## src/rtl/alu_pkg.sv

```systemverilog
// Shared opcode/funct7 constants and operand-bundle layout for the ALU issue stage.
package alu_pkg;

    localparam logic [6:0] OPC_OP     = 7'b0110011;
    localparam logic [6:0] OPC_OP_IMM = 7'b0010011;
    localparam logic [6:0] OPC_BRANCH = 7'b1100011;

    localparam logic [6:0] F7_ZERO = 7'b0000000;
    localparam logic [6:0] F7_ALT  = 7'b0100000;

    localparam int unsigned XLEN     = 32;
    localparam int unsigned FUNCT3_W = 3;
    localparam int unsigned RD_W     = 5;

    typedef struct packed {
        logic [XLEN-1:0]     in1;
        logic [XLEN-1:0]     b;
        logic [FUNCT3_W-1:0] funct3;
        logic                upper;
        logic                lower;
        logic                cori;
        logic [RD_W-1:0]     rd;
    } alu_bundle_t;

    // Buffer occupancy: nothing, output register only, output register plus skid.
    typedef enum logic [1:0] {
        ST_EMPTY = 2'd0,
        ST_ONE   = 2'd1,
        ST_TWO   = 2'd2
    } buf_state_e;

endpackage

```

## src/rtl/alu_issue_decode.sv

```systemverilog
// Combinational RV32I decode of OP / OP-IMM / BRANCH into an ALU operand bundle.
module alu_issue_decode
    import alu_pkg::*;
(
    input  logic [31:0] instr,
    input  logic [31:0] rs1_val,
    input  logic [31:0] rs2_val,
    output alu_bundle_t bundle,
    output logic        legal
);

    logic [6:0] opcode;
    logic [6:0] funct7;
    logic [2:0] funct3;
    logic       unused_rs1_field;

    assign opcode = instr[6:0];
    assign funct7 = instr[31:25];
    assign funct3 = instr[14:12];
    // Register index is resolved upstream; only the value is consumed here.
    assign unused_rs1_field = ^instr[19:15];

    // Select operand sources and check funct3/funct7 legality per opcode class.
    always_comb begin
        bundle = '0;
        legal  = 1'b0;
        case (opcode)
            OPC_OP: begin
                bundle.in1    = rs2_val;
                bundle.b      = rs1_val;
                bundle.funct3 = funct3;
                bundle.upper  = instr[30];
                bundle.lower  = 1'b1;
                bundle.cori   = 1'b0;
                bundle.rd     = instr[11:7];
                legal = (funct7 == F7_ZERO) ||
                        ((funct7 == F7_ALT) && ((funct3 == 3'b000) || (funct3 == 3'b101)));
            end
            OPC_OP_IMM: begin
                bundle.in1    = {{20{instr[31]}}, instr[31:20]};
                bundle.b      = rs1_val;
                bundle.funct3 = funct3;
                bundle.upper  = instr[30];
                bundle.lower  = 1'b0;
                bundle.cori   = 1'b0;
                bundle.rd     = instr[11:7];
                case (funct3)
                    3'b001:  legal = (funct7 == F7_ZERO);
                    3'b101:  legal = (funct7 == F7_ZERO) || (funct7 == F7_ALT);
                    default: legal = 1'b1;
                endcase
            end
            OPC_BRANCH: begin
                bundle.in1    = rs2_val;
                bundle.b      = rs1_val;
                bundle.funct3 = funct3;
                bundle.upper  = 1'b0;
                bundle.lower  = 1'b1;
                bundle.cori   = 1'b1;
                bundle.rd     = '0;
                legal = (funct3 != 3'b010) && (funct3 != 3'b011);
            end
            default: begin
                legal = 1'b0;
            end
        endcase
    end

endmodule

```

## src/rtl/alu_issue_stage.sv

```systemverilog
// ALU issue stage: decode, two-entry skid buffering and illegal-instruction accounting.
module alu_issue_stage
    import alu_pkg::*;
#(
    parameter int unsigned ILL_CNT_W = 8
) (
    input  logic                 clk,
    input  logic                 rst,
    input  logic                 in_valid,
    output logic                 in_ready,
    input  logic [31:0]          instr,
    input  logic [31:0]          rs1_val,
    input  logic [31:0]          rs2_val,
    output logic                 out_valid,
    input  logic                 out_ready,
    output logic [31:0]          alu_in1,
    output logic [31:0]          alu_b,
    output logic [2:0]           alu_funct3,
    output logic                 alu_upper,
    output logic                 alu_lower,
    output logic                 alu_cori,
    output logic [4:0]           alu_rd,
    output logic                 ill_pulse,
    output logic [ILL_CNT_W-1:0] ill_count
);

    alu_bundle_t          dec_bundle;
    logic                 dec_legal;
    logic                 accept;
    logic                 push;

    buf_state_e           state_q, state_d;
    alu_bundle_t          out_q, out_d;
    alu_bundle_t          skid_q, skid_d;
    logic                 ill_pulse_q, ill_pulse_d;
    logic [ILL_CNT_W-1:0] ill_count_q, ill_count_d;

    alu_issue_decode u_decode (
        .instr   (instr),
        .rs1_val (rs1_val),
        .rs2_val (rs2_val),
        .bundle  (dec_bundle),
        .legal   (dec_legal)
    );

    assign in_ready = (state_q != ST_TWO) && !rst;
    assign accept   = in_valid && in_ready;
    assign push     = accept && dec_legal;

    // Next-state for the output/skid pair and the illegal-instruction counter.
    always_comb begin
        state_d     = state_q;
        out_d       = out_q;
        skid_d      = skid_q;
        ill_pulse_d = accept && !dec_legal;
        ill_count_d = ill_count_q;
        if (accept && !dec_legal && (ill_count_q != '1)) begin
            ill_count_d = ill_count_q + ILL_CNT_W'(1);
        end
        case (state_q)
            ST_EMPTY: begin
                if (push) begin
                    out_d   = dec_bundle;
                    state_d = ST_ONE;
                end
            end
            ST_ONE: begin
                if (push) begin
                    if (out_ready) begin
                        out_d = dec_bundle;
                    end else begin
                        skid_d  = dec_bundle;
                        state_d = ST_TWO;
                    end
                end else if (out_ready) begin
                    state_d = ST_EMPTY;
                end
            end
            ST_TWO: begin
                // in_ready is low here, so only the skid-to-output move can happen.
                if (out_ready) begin
                    out_d   = skid_q;
                    state_d = ST_ONE;
                end
            end
            default: begin
                state_d = ST_EMPTY;
            end
        endcase
    end

    // State registers; reset discards both buffered entries immediately.
    always_ff @(posedge clk or posedge rst) begin
        if (rst) begin
            state_q     <= ST_EMPTY;
            out_q       <= '0;
            skid_q      <= '0;
            ill_pulse_q <= 1'b0;
            ill_count_q <= '0;
        end else begin
            state_q     <= state_d;
            out_q       <= out_d;
            skid_q      <= skid_d;
            ill_pulse_q <= ill_pulse_d;
            ill_count_q <= ill_count_d;
        end
    end

    assign out_valid  = (state_q != ST_EMPTY);
    assign alu_in1    = out_q.in1;
    assign alu_b      = out_q.b;
    assign alu_funct3 = out_q.funct3;
    assign alu_upper  = out_q.upper;
    assign alu_lower  = out_q.lower;
    assign alu_cori   = out_q.cori;
    assign alu_rd     = out_q.rd;
    assign ill_pulse  = ill_pulse_q;
    assign ill_count  = ill_count_q;

endmodule

```

## config.mk

```make
export PLATFORM = sky130hd
export DESIGN_NAME = alu_issue_stage
export DESIGN_NICKNAME = d
export VERILOG_FILES = /design/src/rtl/alu_pkg.sv /design/src/rtl/alu_issue_decode.sv /design/src/rtl/alu_issue_stage.sv
export SDC_FILE = /design/constraint.sdc
export NUM_CORES = 1
export LEC_CHECK = 0
export BUFFER_PORTS_ARGS = -buffer_cell sky130_fd_sc_hd__clkbuf_2
export CAP_MARGIN = 15
export CELL_PAD_IN_SITES_DETAIL_PLACEMENT = 2
export CELL_PAD_IN_SITES_GLOBAL_PLACEMENT = 2
export CORE_ASPECT_RATIO = 1.1
export CORE_MARGIN = 2
export CORE_UTILIZATION = 25
export CTS_BUF_LIST = sky130_fd_sc_hd__clkbuf_8
export DETAILED_ROUTE_END_ITERATION = 10
export PLACE_DENSITY = 0.6
export SLEW_MARGIN = 30
export SYNTH_ARGS = -nofsm -noshare
export SYNTH_HDL_FRONTEND = slang
export SYNTH_SLANG_ARGS = --single-unit
```

## constraint.sdc

```tcl
create_clock -name clk -period 9.48 [get_ports clk]
set_input_delay 1.896 -clock clk [delete_from_list [all_inputs] [get_ports clk]]
set_output_delay 1.896 -clock clk [all_outputs]
set_load 0.005 [all_outputs]
```

==> results of run 1 <==
-- placed cells by master, fill, tap and decap left out, drive strengths merged, types with 3 or more instances in the layout --
master  count
a21oi      45
and2        3
dfrtp     161
mux2       78
buf         9
clkbuf    198
clkinv      5
inv         7
a22oi      11
nor2       29
a22o       36
nand3       6
and3        3
nand2     139
bufinv      3
xor2        5
o21ai      94
nand2b      3
nor2b       5
o211ai      3
-- critical path: cells and delay by family --
kind	cells	cell delay (ns)
muxes	1	0.39
buffers and inverters	2	0.53
and+or+nand+nor	2	0.78
AOI/OAI and AO/OA	3	1.18
-- worst max-delay path by stage --
| stage | from | cells past startpoint | endpoint |
|---|---|---|---|
| finish | instr[2] | 8 | alu_in1[10] |
| global route | instr[2] | 8 | alu_in1[4] |
| CTS | instr[2] | 8 | alu_in1[10] |
| detailed placement | instr[2] | 8 | alu_in1[7] |
| global placement | instr[2] | 8 | alu_b[31] |
| floorplan | rst | 1 | alu_b[0] |
-- metal layers --
metal  global-route usage, %  routed length [um]
met3                    4.04                1110
met4                    3.73                 242
met1                    18.0                9890
met2                    24.9               10800
met5                       0                   0
-- cells by family (layout without fill, tap and decap cells) --
family	after synthesis	after routing	synth area share, %
compound gates	196	196	16.1
simple gates	196	196	10.8
flops	161	161	53.5
mux	79	79	14.3
buf+inv	55	224	4.48
xor+xnor	6	6	0.697
fa+ha+maj	1	1	0.166
other cells	0	2	0
-- stage by stage --
stage,instances,hold WS [ns],setup slack [ns],power (mW)
2_1_floorplan,694,0.449,3.24,0.778
3_3_place_gp,1205,0.461,4.40,0.838
3_5_place_dp,1205,0.470,4.38,0.839
4_1_cts,1237,0.491,4.90,1.42
5_1_grt,1237,0.513,4.78,1.45
6_report,1239,0.488,4.98,1.38
-- flip-flops by register name (all words and copies together) (netlist names) --
name / cells
ill_count: 8
alu_lower: 1
skid_q: 75
alu_upper: 1
alu_funct3: 3
ill_pulse: 1
alu_in1: 32
state_q: 2
alu_rd: 5
alu_cori: 1
alu_b: 32
-- cell type report --
| cell class | count | area (sq um) |
|---|---|---|
| Multi-Input combinational cell | 478 | 3210 |
| Clock inverter | 14 | 179 |
| Tap cell | 374 | 468 |
| Timing Repair Buffer | 189 | 985 |
| Inverter | 3 | 18.8 |
| Clock buffer | 18 | 248 |
| Antenna cell | 2 | 5.00 |
| Sequential cell | 161 | 4030 |
| Fill cell | 3305 | 20500 |
-- power groups by stage --
| stage | Combinational (mW) | Sequential [mW] | Clock [mW] |
|---|---|---|---|
| detailed placement | 0.101 | 0.738 | 0 |
| finish | 0.0978 | 0.723 | 0.560 |
| CTS | 0.102 | 0.724 | 0.594 |
| global placement | 0.100 | 0.737 | 0 |
| floorplan | 0.0432 | 0.735 | 0 |
| global route | 0.112 | 0.728 | 0.614 |
==> run_results.csv, run 1 <==
group,metric,value,unit
critical_path,critPathSlowestCell,"o21ai_4",
detailed_routing,drcViolationCount,0,
yosys,synthTopCellsByCount,"161 x dfrtp_1, 139 x nand2_1, 92 x o21ai_0, 51 x mux2_4, 44 x a21oi_1",
floorplan,die_h,186,um
clock_network,htree_levels,4,
yosys,syn_area,7540,sq um
yosys,async_flop_share,100,%
timing,hold_violations,0,
timing,worst_clock_skew,0.0122,ns
yosys,yosysMostFrequentCell,"dfrtp_1",
grt,grt.overflow.total,0,
timing,max_freq,222,MHz
place,dpl.hpwl,14400,um
detailed_routing,postRouteAntennaNets,0,
timing,fin_crit,4.50,ns
detailed_routing,drtPass1Iterations,4,
critical_path,r2r_start,"state_q[1]",
clock_network,cts_resized,0,
flow_run,cap_violations,0,
place,gp_congestion,0.690,
critical_path,r2r_slack,6.62,ns
place,port_buffers,180,
detailed_routing,vias_per_cell,4.70,
detailed_routing,vias,5825,
grt,grt_start_max_net_pins,97,
floorplan,io_pins,186,
critical_path,reg2regPathDepth,7,
final_layout,nets,951,
yosys,synthCells,694,
power_and_ir_drop,powerDensity,151,nW/um^2
power_and_ir_drop,p_int,1.02,mW
critical_path,start_kind,"primary input",
final_layout,drive_above_1_share,35.9,%
floorplan,coreArea,29600,sq um
clock_network,cts-root-buf,"clkbuf_8",
detailed_routing,wl_per_cell,17.8,um
timing,setup_tns,0,ns
final_layout,syn_to_final_growth,21.3,%
detailed_routing,drt_wl_total,22100,um
power_and_ir_drop,peakVddDrop,0.0642,mV
final_layout,fin_util,30.8,%
timing,setup_viol,0,
power_and_ir_drop,power_frac_comb,7.1,%
timing,fin_crit_sh,47.4,%
yosys,synth_top_cell_by_area,"dfrtp_1",
yosys,dominantRegCellSynth,"dfrtp_1",
yosys,yosysTopAreaCellShare,53.5,%
grt,antenna_found_initial,1,
grt,track_usage,14.5,%
yosys,syn-num-nets,795,
critical_path,path_class,"in2reg",
clock_network,clockBufferDepth,2,
critical_path,critPathRequiredTime,9.83,ns
critical_path,end_kind,"register",
clock_network,clock_sinks,161,
critical_path,rr_endpoint,"alu_in1[10]",
clock_network,cts_buffers,17,
floorplan,fp.dieW,170,um
yosys,ys_types,46,
critical_path,crit_arrival,4.85,ns
timing,drv_slew,0,
grt,grt_pass1_wl,35300,um
timing,slew_headroom,37.0,%
power_and_ir_drop,p_sw,0.359,mW
min_path,min_path_type,"reg2reg",
floorplan,initial_core_util,25.4,%
critical_path,crit_fanout,55,
floorplan,rows,66,
yosys,yosys_register_bits,161,
critical_path,crit_path_cell_trace,"clkbuf_2 -> and4bb_2 -> and2_1 -> o221a_4 -> a21oi_2 -> o21ai_4 -> buf_12 -> mux2_2",
yosys,seq_area_frac_synth,53.5,%
clock_network,cts.reportedPaths.clkPinSlew,0.09,ns
timing,rsz0062_at_grt,"false",
clock_network,cts_setup_buffers,0,
power_and_ir_drop,power_leakage,4.42,nW
min_path,min_from,"skid_q[35]",
power_and_ir_drop,switching_share,26.0,%
critical_path,max_stage_delay,0.73,ns
clock_network,insertion_delay,0.48,ns
yosys,yosys-top-cells-area,"dfrtp_1 53%, mux2_4 10%, nand2_1 6.9%",
final_layout,stdcell_area,9140,sq um
place,placed_cell_area,8700,sq um
yosys,syn-mean-instance-area,10.9,sq um
floorplan,dieArea,31600,sq um
yosys,synth_edf_count,0,
min_path,hold_path_end,"skid_q[35]",
yosys,yosys_warnings,0,
timing,worst_slew_pin_slew,0.941,ns
grt,first_global_vias,6298,
clock_network,hold_buffers,0,
detailed_routing,drt_iter0_markers,248,
clock_network,cts_tree,"built",
min_path,min_path_cells,2,
outcome,status,"complete, no violations",
power_and_ir_drop,seqPwrFrac,52.4,%
power_and_ir_drop,power.share.clock,40.5,%
No activity file was read; power rests on OpenSTA's default activity.
==> inputs of run 2 (changes only) <==
- clock period: 9.48 -> 4.45 ns (I/O delays scaled with it)
==> run 2 against run 1 <==
Worst setup slack got worse by 3.6 ns. Via count increased by 0.41%. Total power up 110%. Critical path type unchanged. Register-to-register slack worse by 4.6 ns. Combinational power up 120%. Global-route usage is 0.22 points higher. Largest cell class unchanged. Die area is the same.
==> run_results.csv, run 2 (synthesis gave the netlist of run 1 again) <==
group,metric,value,unit
grt,first_global_vias,6291,
detailed_routing,drcViolationCount,0,
clock_network,cts_setup_buffers,0,
timing,holdWs,0.444,ns
final_layout,final_cells,1244,
timing,fin_crit,3.04,ns
detailed_routing,drtPass1Iterations,4,
clock_network,clock_sinks,161,
timing,slew_headroom,50.5,%
floorplan,fp.dieW,170,um
timing,max_freq,329,MHz
clock_network,insertion_delay,0.46,ns
floorplan,io_pins,186,
detailed_routing,drt_wl_total,22500,um
clock_network,htree_levels,4,
detailed_routing,postRouteAntennaNets,0,
grt,track_usage,14.7,%
clock_network,cts_tree,"built",
detailed_routing,vias_per_cell,4.70,
power_and_ir_drop,peakVddDrop,0.127,mV
final_layout,mostFrequentLayoutCells,"180 x clkbuf_2, 161 x dfrtp_1, 139 x nand2_1",
floorplan,rows,66,
detailed_routing,drt_iter0_markers,216,
timing,worst_clock_skew,0.0180,ns
grt,grt.overflow.total,0,
floorplan,die_h,186,um
clock_network,cts-root-buf,"clkbuf_8",
place,port_buffers,180,
floorplan,initial_core_util,25.4,%
power_and_ir_drop,powerDensity,318,nW/um^2
timing,setup_viol,0,
detailed_routing,vias,5849,
floorplan,dieArea,31600,sq um
place,placed_cells,1212,
power_and_ir_drop,power_leakage,4.49,nW
final_layout,largest_reg_flops,75,
grt,grt_start_max_net_pins,82,
outcome,status,"complete, no violations",
min_path,min_path_type,"in2async",
timing,hold_violations,0,
grt,grt_pass1_wl,35800,um
timing,worst_slew_pin_slew,0.740,ns
timing,fin_crit_sh,68.3,%
critical_path,crit_arrival,3.37,ns
place,gp_congestion,0.696,
clock_network,cts.reportedPaths.clkPinSlew,0.08,ns
final_layout,layout_commonest_cell,"clkbuf_2",
timing,setup_tns,0,ns
place,dpl.hpwl,15200,um
final_layout,nets,958,
critical_path,path_class,"in2reg",
floorplan,coreArea,29600,sq um
critical_path,critPathRequiredTime,4.78,ns
critical_path,crit_fanout,35,
clock_network,cts_buffers,17,
grt,antenna_found_initial,2,
detailed_routing,wl_per_cell,18.1,um
final_layout,syn_to_final_growth,22.7,%
clock_network,clockBufferDepth,2,
final_layout,drive_above_1_share,36.0,%
flow_run,cap_violations,0,
clock_network,cts_resized,0,
critical_path,start_kind,"primary input",
timing,drv_slew,0,
clock_network,hold_buffers,0,
final_layout,top_register,"skid_q",
timing,rsz0062_at_grt,"false",
critical_path,end_kind,"register",
## run 2: changes by cell type in the layout (fill, tap and decap cells not counted), sizes merged
| cell | delta |
|---|---|
| buf | +7 |
| bufinv | +1 |
| clkbuf | -1 |
| clkinvlp | +1 |
| diode | -1 |
| inv | -2 |
## run 2: area by class of cell
class,instances,area (sq um)
Timing Repair Buffer,196,1110
Sequential cell,161,4030
Inverter,3,15.0
Multi-Input combinational cell,478,3210
Clock inverter,14,175
Clock buffer,17,234
Antenna cell,1,2.50
Tap cell,374,468
Fill cell,3244,20400
## run 2: worst paths after layout
path / slack, ns / depth (start not counted) / startpoint / endpoint
max reg2reg: 2.00 / 7 / state_q[1] / alu_in1[2]
min reg2reg: 0.49 / 2 / skid_q[41] / skid_q[41]
max in group asynchronous: 3.21 / 3 / rst / alu_in1[5]
min: 0.44 / 2 / rst / alu_b[1]
min in group clk: 0.49 / 2 / skid_q[41] / skid_q[41]
max: 1.41 / 8 / instr[2] / alu_in1[2]
## run 2: per-stage QoR
stage | instance area (sq um) | utilization, % | power (mW) | setup slack (ns)
finish | 9250 | 31.2 | 2.94 | 1.41
global route | 9250 | 31.2 | 3.09 | 1.29
floorplan | 7540 | - | 1.66 | 1.52
CTS | 9240 | 31.2 | 3.02 | 1.37
detailed placement | 8830 | 29.8 | 1.80 | 0.874
global placement | 8770 | 29.6 | 1.79 | 0.905
## run 2: report_power, final
| part | total [mW] | switching (mW) | internal [mW] | leakage [nW] |
|---|---|---|---|---|
| clock network | 1.18 | 0.576 | 0.599 | 0.215 |
| logic | 0.217 | 0.113 | 0.105 | 2.04 |
| registers | 1.54 | 0.0446 | 1.50 | 2.23 |
## run 2: critical path: stages
cell and delay, ns:
clkbuf_2 0.07, and4bb_2 0.41, and2_1 0.40, o221a_4 0.34, a21oi_2 0.11, o21ai_4 0.16, buf_4 0.53, mux2_2 0.41
## run 2: routing by layer
layer	routed length [um]	vias up	share of wire, %	track usage [%]
met5	0	-	0	0
li1	-	2739	-	-
met2	11000	117	49	24.7
met1	10100	2987	45	18.7
met3	1230	6	5.5	4.70
met4	147	0	0.65	2.97
==> inputs of run 3 (changes only) <==
- PLACE_DENSITY: 0.6 -> 0.63
- clock period: 4.45 -> 2.6 ns (I/O delays scaled with it)
==> run 3 against run 2 <==
Global-route usage rose by 0.090 points. Sequential power rose by 71%. Clock-buffer cell count did not move. Critical endpoint is now alu_in1[13]. Largest power group unchanged. Highest routed layer is now met5.
==> run_results.csv, run 3 (synthesis gave the netlist of run 1 again) <==
group,metric,value,unit
timing,fin_crit,2.42,ns
detailed_routing,vias_per_cell,4.67,
timing,drv_slew,0,
floorplan,die_h,186,um
final_layout,syn_to_final_growth,23.6,%
clock_network,htree_levels,4,
floorplan,rows,66,
clock_network,cts_resized,0,
grt,use_met3,4.13,%
clock_network,cts.reportedPaths.clkPinSlew,0.10,ns
final_layout,final_cells,1258,
grt,top_usage_layer,"met2",
min_path,min_path_type,"in2reg",
critical_path,crit_arrival,2.76,ns
grt,track_usage,14.8,%
detailed_routing,wl_per_cell,18.0,um
timing,hold_violations,0,
final_layout,fillers,3268,
grt,grt_start_max_net_pins,104,
clock_network,cts_buffers,17,
timing,rsz0062_at_grt,"false",
critical_path,r2r_start,"state_q[1]",
floorplan,io_pins,186,
timing,setup_viol,0,
floorplan,coreArea,29600,sq um
critical_path,critPathRequiredTime,2.94,ns
power_and_ir_drop,total_power,4.74,mW
place,dp_slack,-0.195,ns
outcome,status,"complete, no violations",
final_layout,top_register,"skid_q",
timing,slew_headroom,64.0,%
timing,fin_crit_sh,93.1,%
final_layout,mostFrequentLayoutCells,"180 x clkbuf_2, 161 x dfrtp_1, 139 x nand2_1",
grt,first_global_vias,6351,
grt,met1_usage,18.6,%
critical_path,max_stage_delay,0.53,ns
critical_path,end_kind,"register",
grt,grt.overflow.total,0,
clock_network,clockBufferDepth,2,
power_and_ir_drop,power_leakage,4.53,nW
final_layout,layout_commonest_cell,"clkbuf_2",
critical_path,start_kind,"primary input",
critical_path,critPathSlowestCell,"dlygate4sd3_1",
power_and_ir_drop,powerDensity,509,nW/um^2
grt,grt_use_met2,25.2,%
place,placed_cells,1225,
clock_network,insertion_delay,0.46,ns
flow_run,cap_violations,0,
grt,antenna_found_initial,1,
min_path,min_from,"out_ready",
place,placed_cell_area,8960,sq um
critical_path,cp-startpoint,"rst",
timing,layout_setup_ws,0.180,ns
detailed_routing,drt_iter0_markers,173,
place,dpl.hpwl,15300,um
clock_network,cts-root-buf,"clkbuf_8",
clock_network,clock_sinks,161,
floorplan,fp.dieW,170,um
critical_path,crit_path_cell_trace,"dlygate4sd3_1 -> clkbuf_2 -> nor2b_1 -> and2_1 -> a22o_1 -> a21oi_2 -> o21ai_4 -> buf_12 -> mux2_2",
timing,max_freq,413,MHz
detailed_routing,postRouteAntennaNets,0,
final_layout,stdcell_area,9320,sq um
floorplan,initial_core_util,25.4,%
final_layout,fin_util,31.4,%
timing,holdWs,0.286,ns
final_layout,nets,972,
detailed_routing,drtPass1Iterations,4,
power_and_ir_drop,peakVddDrop,0.229,mV
timing,worst_clock_skew,0.0169,ns
critical_path,path_class,"in2reg",
timing,setup_tns,0,ns
critical_path,crit_fanout,28,
final_layout,drive_above_1_share,36.9,%
place,port_buffers,180,
detailed_routing,drt_wl_total,22700,um
critical_path,r2r_slack,0.43,ns
timing,worst_slew_pin_slew,0.539,ns
place,gp_congestion,0.703,
floorplan,dieArea,31600,sq um
detailed_routing,vias,5879,
grt,grt_pass1_wl,36200,um
clock_network,cts_tree,"built",
final_layout,largest_reg_flops,75,
detailed_routing,drcViolationCount,0,
[run 3: cell count changes in the layout (fill, tap and decap cells not counted), moves of 2 or more]
| cell | change |
|---|---|
| buf_12 | +5 |
| bufinv_16 | -3 |
| buf_4 | +10 |
| clkinv_2 | +2 |
[run 3: power breakdown]
group          internal (mW)  switching (mW)
Combinational          0.182           0.190
Sequential              2.57          0.0761
Clock                  0.732           0.997
[run 3: final timing paths]
check,cells past startpoint,endpoint
max in group asynchronous,4,skid_q[43]
worst max register to register,7,alu_in1[13]
worst max-delay path,9,alu_in1[13]
worst min-delay path,2,state_q[1]
worst min register to register,2,skid_q[45]
min in group asynchronous,3,skid_q[13]
[run 3: routing by layer]
metal	up-vias	share of wire, %
li1	2770	-
met1	2973	45
met2	119	49
met3	15	5.3
met4	2	0.77
met5	-	0.053
[run 3: critical path, delay by kind of cell]
| kind | cells | cell delay (ns) |
|---|---|---|
| compound gates | 3 | 0.47 |
| simple gates | 2 | 0.43 |
| buf+inv | 3 | 0.94 |
| mux | 1 | 0.37 |
[run 3: final cells by class]
| class | instances | area [sq um] | share of cell area (%) |
|---|---|---|---|
| tap | 374 | 468 | 5.02 |
| sequential | 161 | 4030 | 43.3 |
| clock inverter | 14 | 104 | 1.11 |
| antenna | 1 | 2.50 | 0.0269 |
| inverter | 3 | 15.0 | 0.161 |
| multi-input combinational | 478 | 3210 | 34.5 |
| clock buffer | 17 | 234 | 2.51 |
| timing repair buffer | 210 | 1250 | 13.5 |
[run 3: repair_timing]
action	in CTS	in global routing
buffers inserted	0	0
hold buffers	1	0
endpoints found under the hold margin	4	0
